==> config.mk <==
export PLATFORM = sky130hd
export DESIGN_NAME = decode_stage
export DESIGN_NICKNAME = d
export VERILOG_FILES = /design/src/rtl/decode_pkg.sv /design/src/rtl/imm_gen.sv /design/src/rtl/decode_stage.sv
export SDC_FILE = /design/constraint.sdc
export NUM_CORES = 1
export LEC_CHECK = 0
export ABC_AREA = 1
export CORE_AREA = 3 3 224 226
export DETAILED_ROUTE_END_ITERATION = 16
export DIE_AREA = 0 0 227 229
export PLACE_DENSITY = 0.58
export SETUP_SLACK_MARGIN = 0.05
export SLEW_MARGIN = 20
export SYNTH_ARGS = -nofsm -noshare
export SYNTH_HDL_FRONTEND = slang
export SYNTH_SLANG_ARGS = --single-unit
==> constraint.sdc <==
create_clock -name clk -period 18 [get_ports clk]
set_clock_uncertainty 0.1 [all_clocks]
set_input_delay 5.4 -clock clk [delete_from_list [all_inputs] [get_ports clk]]
set_output_delay 5.4 -clock clk [all_outputs]
set_load 0.02 [all_outputs]
==> src/rtl/decode_pkg.sv <==
// Shared decode definitions: opcode constants, immediate formats and the
// opcode-to-format mapping used by the decode stage and its immediate generator.
package decode_pkg;

    localparam int XLEN_DEFAULT = 64;

    localparam logic [6:0] OP_IMM    = 7'b0010011;
    localparam logic [6:0] OP_IMM_32 = 7'b0011011;
    localparam logic [6:0] OP_LOAD   = 7'b0000011;
    localparam logic [6:0] OP_JALR   = 7'b1100111;
    localparam logic [6:0] OP_STORE  = 7'b0100011;
    localparam logic [6:0] OP_BRANCH = 7'b1100011;
    localparam logic [6:0] OP_LUI    = 7'b0110111;
    localparam logic [6:0] OP_AUIPC  = 7'b0010111;
    localparam logic [6:0] OP_JAL    = 7'b1101111;
    localparam logic [6:0] OP_OP     = 7'b0110011;
    localparam logic [6:0] OP_OP_32  = 7'b0111011;

    typedef enum logic [2:0] {
        FMT_R,
        FMT_I,
        FMT_S,
        FMT_B,
        FMT_U,
        FMT_J,
        FMT_BAD
    } fmt_e;

    function automatic fmt_e opcode_format(input logic [6:0] opcode);
        case (opcode)
            OP_IMM, OP_IMM_32, OP_LOAD, OP_JALR: return FMT_I;
            OP_STORE:                            return FMT_S;
            OP_BRANCH:                           return FMT_B;
            OP_LUI, OP_AUIPC:                    return FMT_U;
            OP_JAL:                              return FMT_J;
            OP_OP, OP_OP_32:                     return FMT_R;
            default:                             return FMT_BAD;
        endcase
    endfunction

    // Stores and branches have no destination register.
    function automatic logic fmt_writes_rd(input fmt_e fmt);
        return (fmt == FMT_R) || (fmt == FMT_I) || (fmt == FMT_U) || (fmt == FMT_J);
    endfunction

endpackage

==> src/rtl/imm_gen.sv <==
// Combinational immediate generator: assembles and sign-extends the immediate
// for the given format. Only instr[31:7] carries immediate bits.
module imm_gen
    import decode_pkg::*;
#(
    parameter int XLEN = XLEN_DEFAULT
) (
    input  logic [31:7]     instr,
    input  fmt_e            format,
    output logic [XLEN-1:0] imm
);

    always_comb begin
        imm = '0;
        case (format)
            FMT_I: imm = {{(XLEN-12){instr[31]}}, instr[31:20]};
            FMT_S: imm = {{(XLEN-12){instr[31]}}, instr[31:25], instr[11:7]};
            FMT_B: imm = {{(XLEN-13){instr[31]}}, instr[31], instr[7],
                          instr[30:25], instr[11:8], 1'b0};
            FMT_U: imm = {{(XLEN-32){instr[31]}}, instr[31:12], 12'b0};
            FMT_J: imm = {{(XLEN-21){instr[31]}}, instr[31], instr[19:12],
                          instr[20], instr[30:21], 1'b0};
            default: imm = '0;
        endcase
    end

endmodule

==> src/rtl/decode_stage.sv <==
// Single-entry decode pipeline stage: decodes one instruction, captures operands
// with writeback bypass, and holds the result under downstream backpressure.
module decode_stage
    import decode_pkg::*;
#(
    parameter int XLEN = XLEN_DEFAULT
) (
    input  logic            clk,
    input  logic            reset,
    input  logic            in_valid,
    output logic            in_ready,
    input  logic [31:0]     instr,
    input  logic [XLEN-1:0] pc,
    output logic [4:0]      RS1,
    output logic [4:0]      RS2,
    input  logic [XLEN-1:0] ReadData1,
    input  logic [XLEN-1:0] ReadData2,
    input  logic            wb_reg_write,
    input  logic [4:0]      wb_rd,
    input  logic [XLEN-1:0] wb_data,
    input  logic            flush,
    output logic            out_valid,
    input  logic            out_ready,
    output logic [XLEN-1:0] out_pc,
    output logic [XLEN-1:0] out_rs1_data,
    output logic [XLEN-1:0] out_rs2_data,
    output logic [XLEN-1:0] out_imm,
    output logic [4:0]      out_rd,
    output logic            out_reg_write,
    output logic [6:0]      out_opcode,
    output logic [2:0]      out_funct3,
    output logic            out_funct7b5,
    output logic            out_illegal
);

    // Handshake: a transfer happens on a rising edge where valid && ready are both
    // high; valid never depends on ready. The stage accepts whenever its single
    // entry is empty or draining this cycle, and never while flush is asserted.
    logic            accept;
    fmt_e            fmt;
    fmt_e            imm_fmt;
    logic            illegal_d;
    logic            reg_write_d;
    logic [4:0]      rd_d;
    logic [XLEN-1:0] imm_d;
    logic [XLEN-1:0] rs1_d;
    logic [XLEN-1:0] rs2_d;
    logic [4:0]      rs1_idx;
    logic [4:0]      rs2_idx;
    logic            hold_hit1;
    logic            hold_hit2;

    assign RS1 = instr[19:15];
    assign RS2 = instr[24:20];

    assign in_ready = (!out_valid || out_ready) && !flush;
    assign accept   = in_valid && in_ready;

    assign fmt         = opcode_format(instr[6:0]);
    assign illegal_d   = (fmt == FMT_BAD) || (instr[1:0] != 2'b11);
    assign reg_write_d = !illegal_d && fmt_writes_rd(fmt);
    assign rd_d        = reg_write_d ? instr[11:7] : 5'd0;
    assign imm_fmt     = illegal_d ? FMT_BAD : fmt;

    imm_gen #(.XLEN(XLEN)) u_imm_gen (
        .instr  (instr[31:7]),
        .format (imm_fmt),
        .imm    (imm_d)
    );

    // x0 always reads as zero; otherwise the in-flight writeback wins over the
    // register file, which has not been updated yet.
    always_comb begin
        rs1_d = ReadData1;
        if (RS1 == 5'd0)
            rs1_d = '0;
        else if (wb_reg_write && (wb_rd == RS1))
            rs1_d = wb_data;

        rs2_d = ReadData2;
        if (RS2 == 5'd0)
            rs2_d = '0;
        else if (wb_reg_write && (wb_rd == RS2))
            rs2_d = wb_data;
    end

    // A held entry keeps snooping writebacks so it never carries stale operands.
    assign hold_hit1 = out_valid && wb_reg_write && (wb_rd != 5'd0) && (wb_rd == rs1_idx);
    assign hold_hit2 = out_valid && wb_reg_write && (wb_rd != 5'd0) && (wb_rd == rs2_idx);

    always_ff @(posedge clk or posedge reset) begin
        if (reset) begin
            out_valid     <= 1'b0;
            out_pc        <= '0;
            out_rs1_data  <= '0;
            out_rs2_data  <= '0;
            out_imm       <= '0;
            out_rd        <= 5'd0;
            out_reg_write <= 1'b0;
            out_opcode    <= 7'd0;
            out_funct3    <= 3'd0;
            out_funct7b5  <= 1'b0;
            out_illegal   <= 1'b0;
            rs1_idx       <= 5'd0;
            rs2_idx       <= 5'd0;
        end else if (flush) begin
            out_valid <= 1'b0;
        end else if (accept) begin
            out_valid     <= 1'b1;
            out_pc        <= pc;
            out_rs1_data  <= rs1_d;
            out_rs2_data  <= rs2_d;
            out_imm       <= imm_d;
            out_rd        <= rd_d;
            out_reg_write <= reg_write_d;
            out_opcode    <= instr[6:0];
            out_funct3    <= instr[14:12];
            out_funct7b5  <= instr[30];
            out_illegal   <= illegal_d;
            rs1_idx       <= RS1;
            rs2_idx       <= RS2;
        end else begin
            if (out_valid && out_ready)
                out_valid <= 1'b0;
            if (hold_hit1)
                out_rs1_data <= wb_data;
            if (hold_hit2)
                out_rs2_data <= wb_data;
        end
    end

endmodule

==> impl_metrics.yaml <==
logic_synthesis:
  synth_compound_area_share_pct: 1.43
  async_reset_ff_share_pct: 100
  synthMuxAreaShare_pct: 0
  synth_xor_area_share_pct: 0.494
  synth_edf_count: 0
  syn_area_um2: 14200
  synth_top_cells_by_area: "dfrtp_1 45%, nand2_1 33%, inv_1 5.8%, nand3_1 5.4%, buf_4 2.6%"
  synth_top_family_by_area: "simple AND/OR/NAND/NOR gates"
  synth-simple-area-share_pct: 40.6
  yosysUniqueCellTypes: 23
  syn-num-nets: 2432
  syn_inst: 2133
  yosysTopAreaCell: "dfrtp_1"
  yosys.area_share.adder_pct: 0
  ys_ff_latch: 253
  ys_seq_area_share_pct: 44.7
  synth_area_per_cell_um2: 6.64
  synth-main-ff-cell: "dfrtp_1"
  synth_top_area_share_pct: 44.7
  yosysWarnings: 0
min_path:
  whs_endpoint: "out_imm[26]"
  hold_start: "out_imm[26]"
  whs_path_depth: 2
  hold_class: "flip-flop to flip-flop"
placed_design:
  place_area_um2: 20000
  routabilityCongestion: 0.894
  dpl.hpwl_mm: 41.8
  io_buffers: 584
route:
  drt_first_pass_iters: 5
  routedWlPerCell_um: 18.3
  drtIter0Drc: 1066
  vias: 14900
  drc: 0
  ant_nets: 0
  vias_per_cell: 4.55
  drt-total-wl_mm: 59.8
sta:
  layout_min_cycle_time_ns: 12.35
  fin_crit_sh_pct: 68.6
  worst_pin_slew_ns: 0.974
  rsz0062_at_grt: "false"
  setup_tns_ns: 0
  hold_violations: 0
  whs_ns: 0.377
  slew_headroom_pct: 35.1
  max_freq_mhz: 81.0
  setup-violations-final: 0
  slew_viol_final: 0
floorplanning:
  start_util_pct: 29.2
  fp.dieH_um: 229
  io_pins: 585
  core_um2: 48500
  die_x_um: 227
  num_rows: 81
  die_area_um2: 52000
critical_path:
  path_class: "input port to primary output"
  path_max_fanout: 4
  rr_worst_depth: 9
  regToRegSetupSlack_ns: 14.30
  r2r_end: "out_rd[1]"
  crit_path_end_kind: "primary output"
  required_ns: 12.50
  crit_path_start_kind: "input port"
  critPathArrivalTime_ns: 6.85
  r2r-start: "out_valid"
global_routing:
  grt_overflow: 0
  grt_max_degree: 123
  grt_pass1_wl_mm: 89.0
  gr-usage-all-layers_pct: 22.2
  antenna_found_initial: 6
  grt_pass1_vias: 14600
pwr:
  max-vdd-ir-drop_mv: 0.0644
  power_mw: 1.96
  p_per_area_nw_per_um2: 92.5
  p_leak_nw: 11.3
layout:
  fill_cells: 5059
  area_growth_pct: 49.4
  drive_gt1_share_pct: 3.63
  seqCellArea_um2: 6330
  stdcell_area_um2: 21200
  nets: 2921
  multi_input_area_um2: 6070
clocking:
  post_cts_resized: 0
  insertion_delay_ns: 0.55
  clk_pin_slew_worst_paths_ns: 0.05
  clockRootBuffer: "clkbuf_16"
  ctsHoldBuffers: 0
  cts_made_buffers: 34
  cts_tree: "yes"
  post_cts_buffers: 0
  cts_max_path_buffers: 3
  clock-sinks: 253
  htree_levels: 2
status:
  status: "finished clean"
run:
  drv_cap: 0
==> per-stage QoR <==
step | util [%] | cells | worst slack (ns)
floorplan | - | 2133 | 5.54
global placement | 41.2 | 3208 | 5.67
detailed placement | 41.2 | 3208 | 5.66
CTS | 43.6 | 3267 | 5.65
global route | 43.6 | 3271 | 5.61
finish | 43.6 | 3271 | 5.65
==> Yosys cell counts (8+ instances only) <==
library cell and number:
buf_4 49, clkbuf_1 22, xnor2_1 8, buf_6 22, dfrtp_1 253, inv_1 219
nand2_1 1252, nor2_1 28, a21oi_1 10, nand3_1 152, buf_2 49, o21ai_0 26
inv_2 10
==> layout by cell type, fill, tap and decap left out, types with 2 or more instances in the layout <==
cell,n
a21oi_1,10
o21a_1,2
nand4_1,7
clkinvlp_4,2
inv_6,2
clkdlybuf4s50_1,584
inv_2,9
clkbuf_8,10
clkinv_2,3
buf_4,15
dfrtp_1,253
clkbuf_1,5
inv_1,218
nand2_1,1250
nand3_1,150
nor2_2,3
nor2_1,28
xnor2_1,8
diode_2,4
o21ai_0,26
nor3_1,7
clkbuf_16,34
nand2_2,4
nand3_4,2
nor2_4,4
bufinv_16,3
==> worst max path at each step <==
stage / from / end / slack, ns / cells after the start
2_1_floorplan: reset / out_funct3[0] / 5.54 / 1
3_3_place_gp: out_ready / in_ready / 5.67 / 6
3_5_place_dp: flush / in_ready / 5.66 / 3
4_1_cts: flush / in_ready / 5.65 / 3
5_1_grt: flush / in_ready / 5.61 / 3
6_report: flush / in_ready / 5.65 / 3
==> sequential cells by signal (all words and copies together), names as in the netlist, 3 cells and up <==
signal / cells
out_pc: 64
out_imm: 32
rs1_idx: 5
out_rs1_data: 64
out_rs2_data: 64
out_funct3: 3
rs2_idx: 5
out_rd: 5
out_opcode: 7
==> routing by layer <==
layer	share of wire (%)	vias up	GRT usage (%)
met5	0.022	-	0
met1	40	6895	27.3
met4	3.7	2	8.86
met2	47	582	36.4
li1	-	7294	-
met3	9.4	99	6.88
==> logic make-up (layout without fill, tap and decap cells) <==
kind of cell | Yosys count | count (layout)
AO/OA/AOI/OAI | 39 | 39
XOR/XNOR | 8 | 8
flip-flops | 253 | 253
buffers and inverters | 375 | 887
AND/OR/NAND/NOR | 1458 | 1458
other | 0 | 4
==> power breakdown <==
group	internal [mW]	switching, mW
registers	0.649	0.0484
logic	0.252	0.303
clock network	0.433	0.273
==> area by class of cell <==
| class | instances | share of cell area [%] |
|---|---|---|
| clock inverters | 10 | 0.703 |
| inverters | 229 | 4.10 |
| flip-flops and latches | 253 | 29.9 |
| well taps | 622 | 3.68 |
| repair buffers | 599 | 28.1 |
| multi-input cells | 1505 | 28.7 |
| diodes | 4 | 0.0473 |
| clock buffers | 49 | 4.76 |
==> critical path, cell delays in order <==
cell,delay [ns]
clkdlybuf4s50_1,0.58
nor2_4,0.24
clkdlybuf4s50_1,0.63
(Power assumes the default switching activity.)
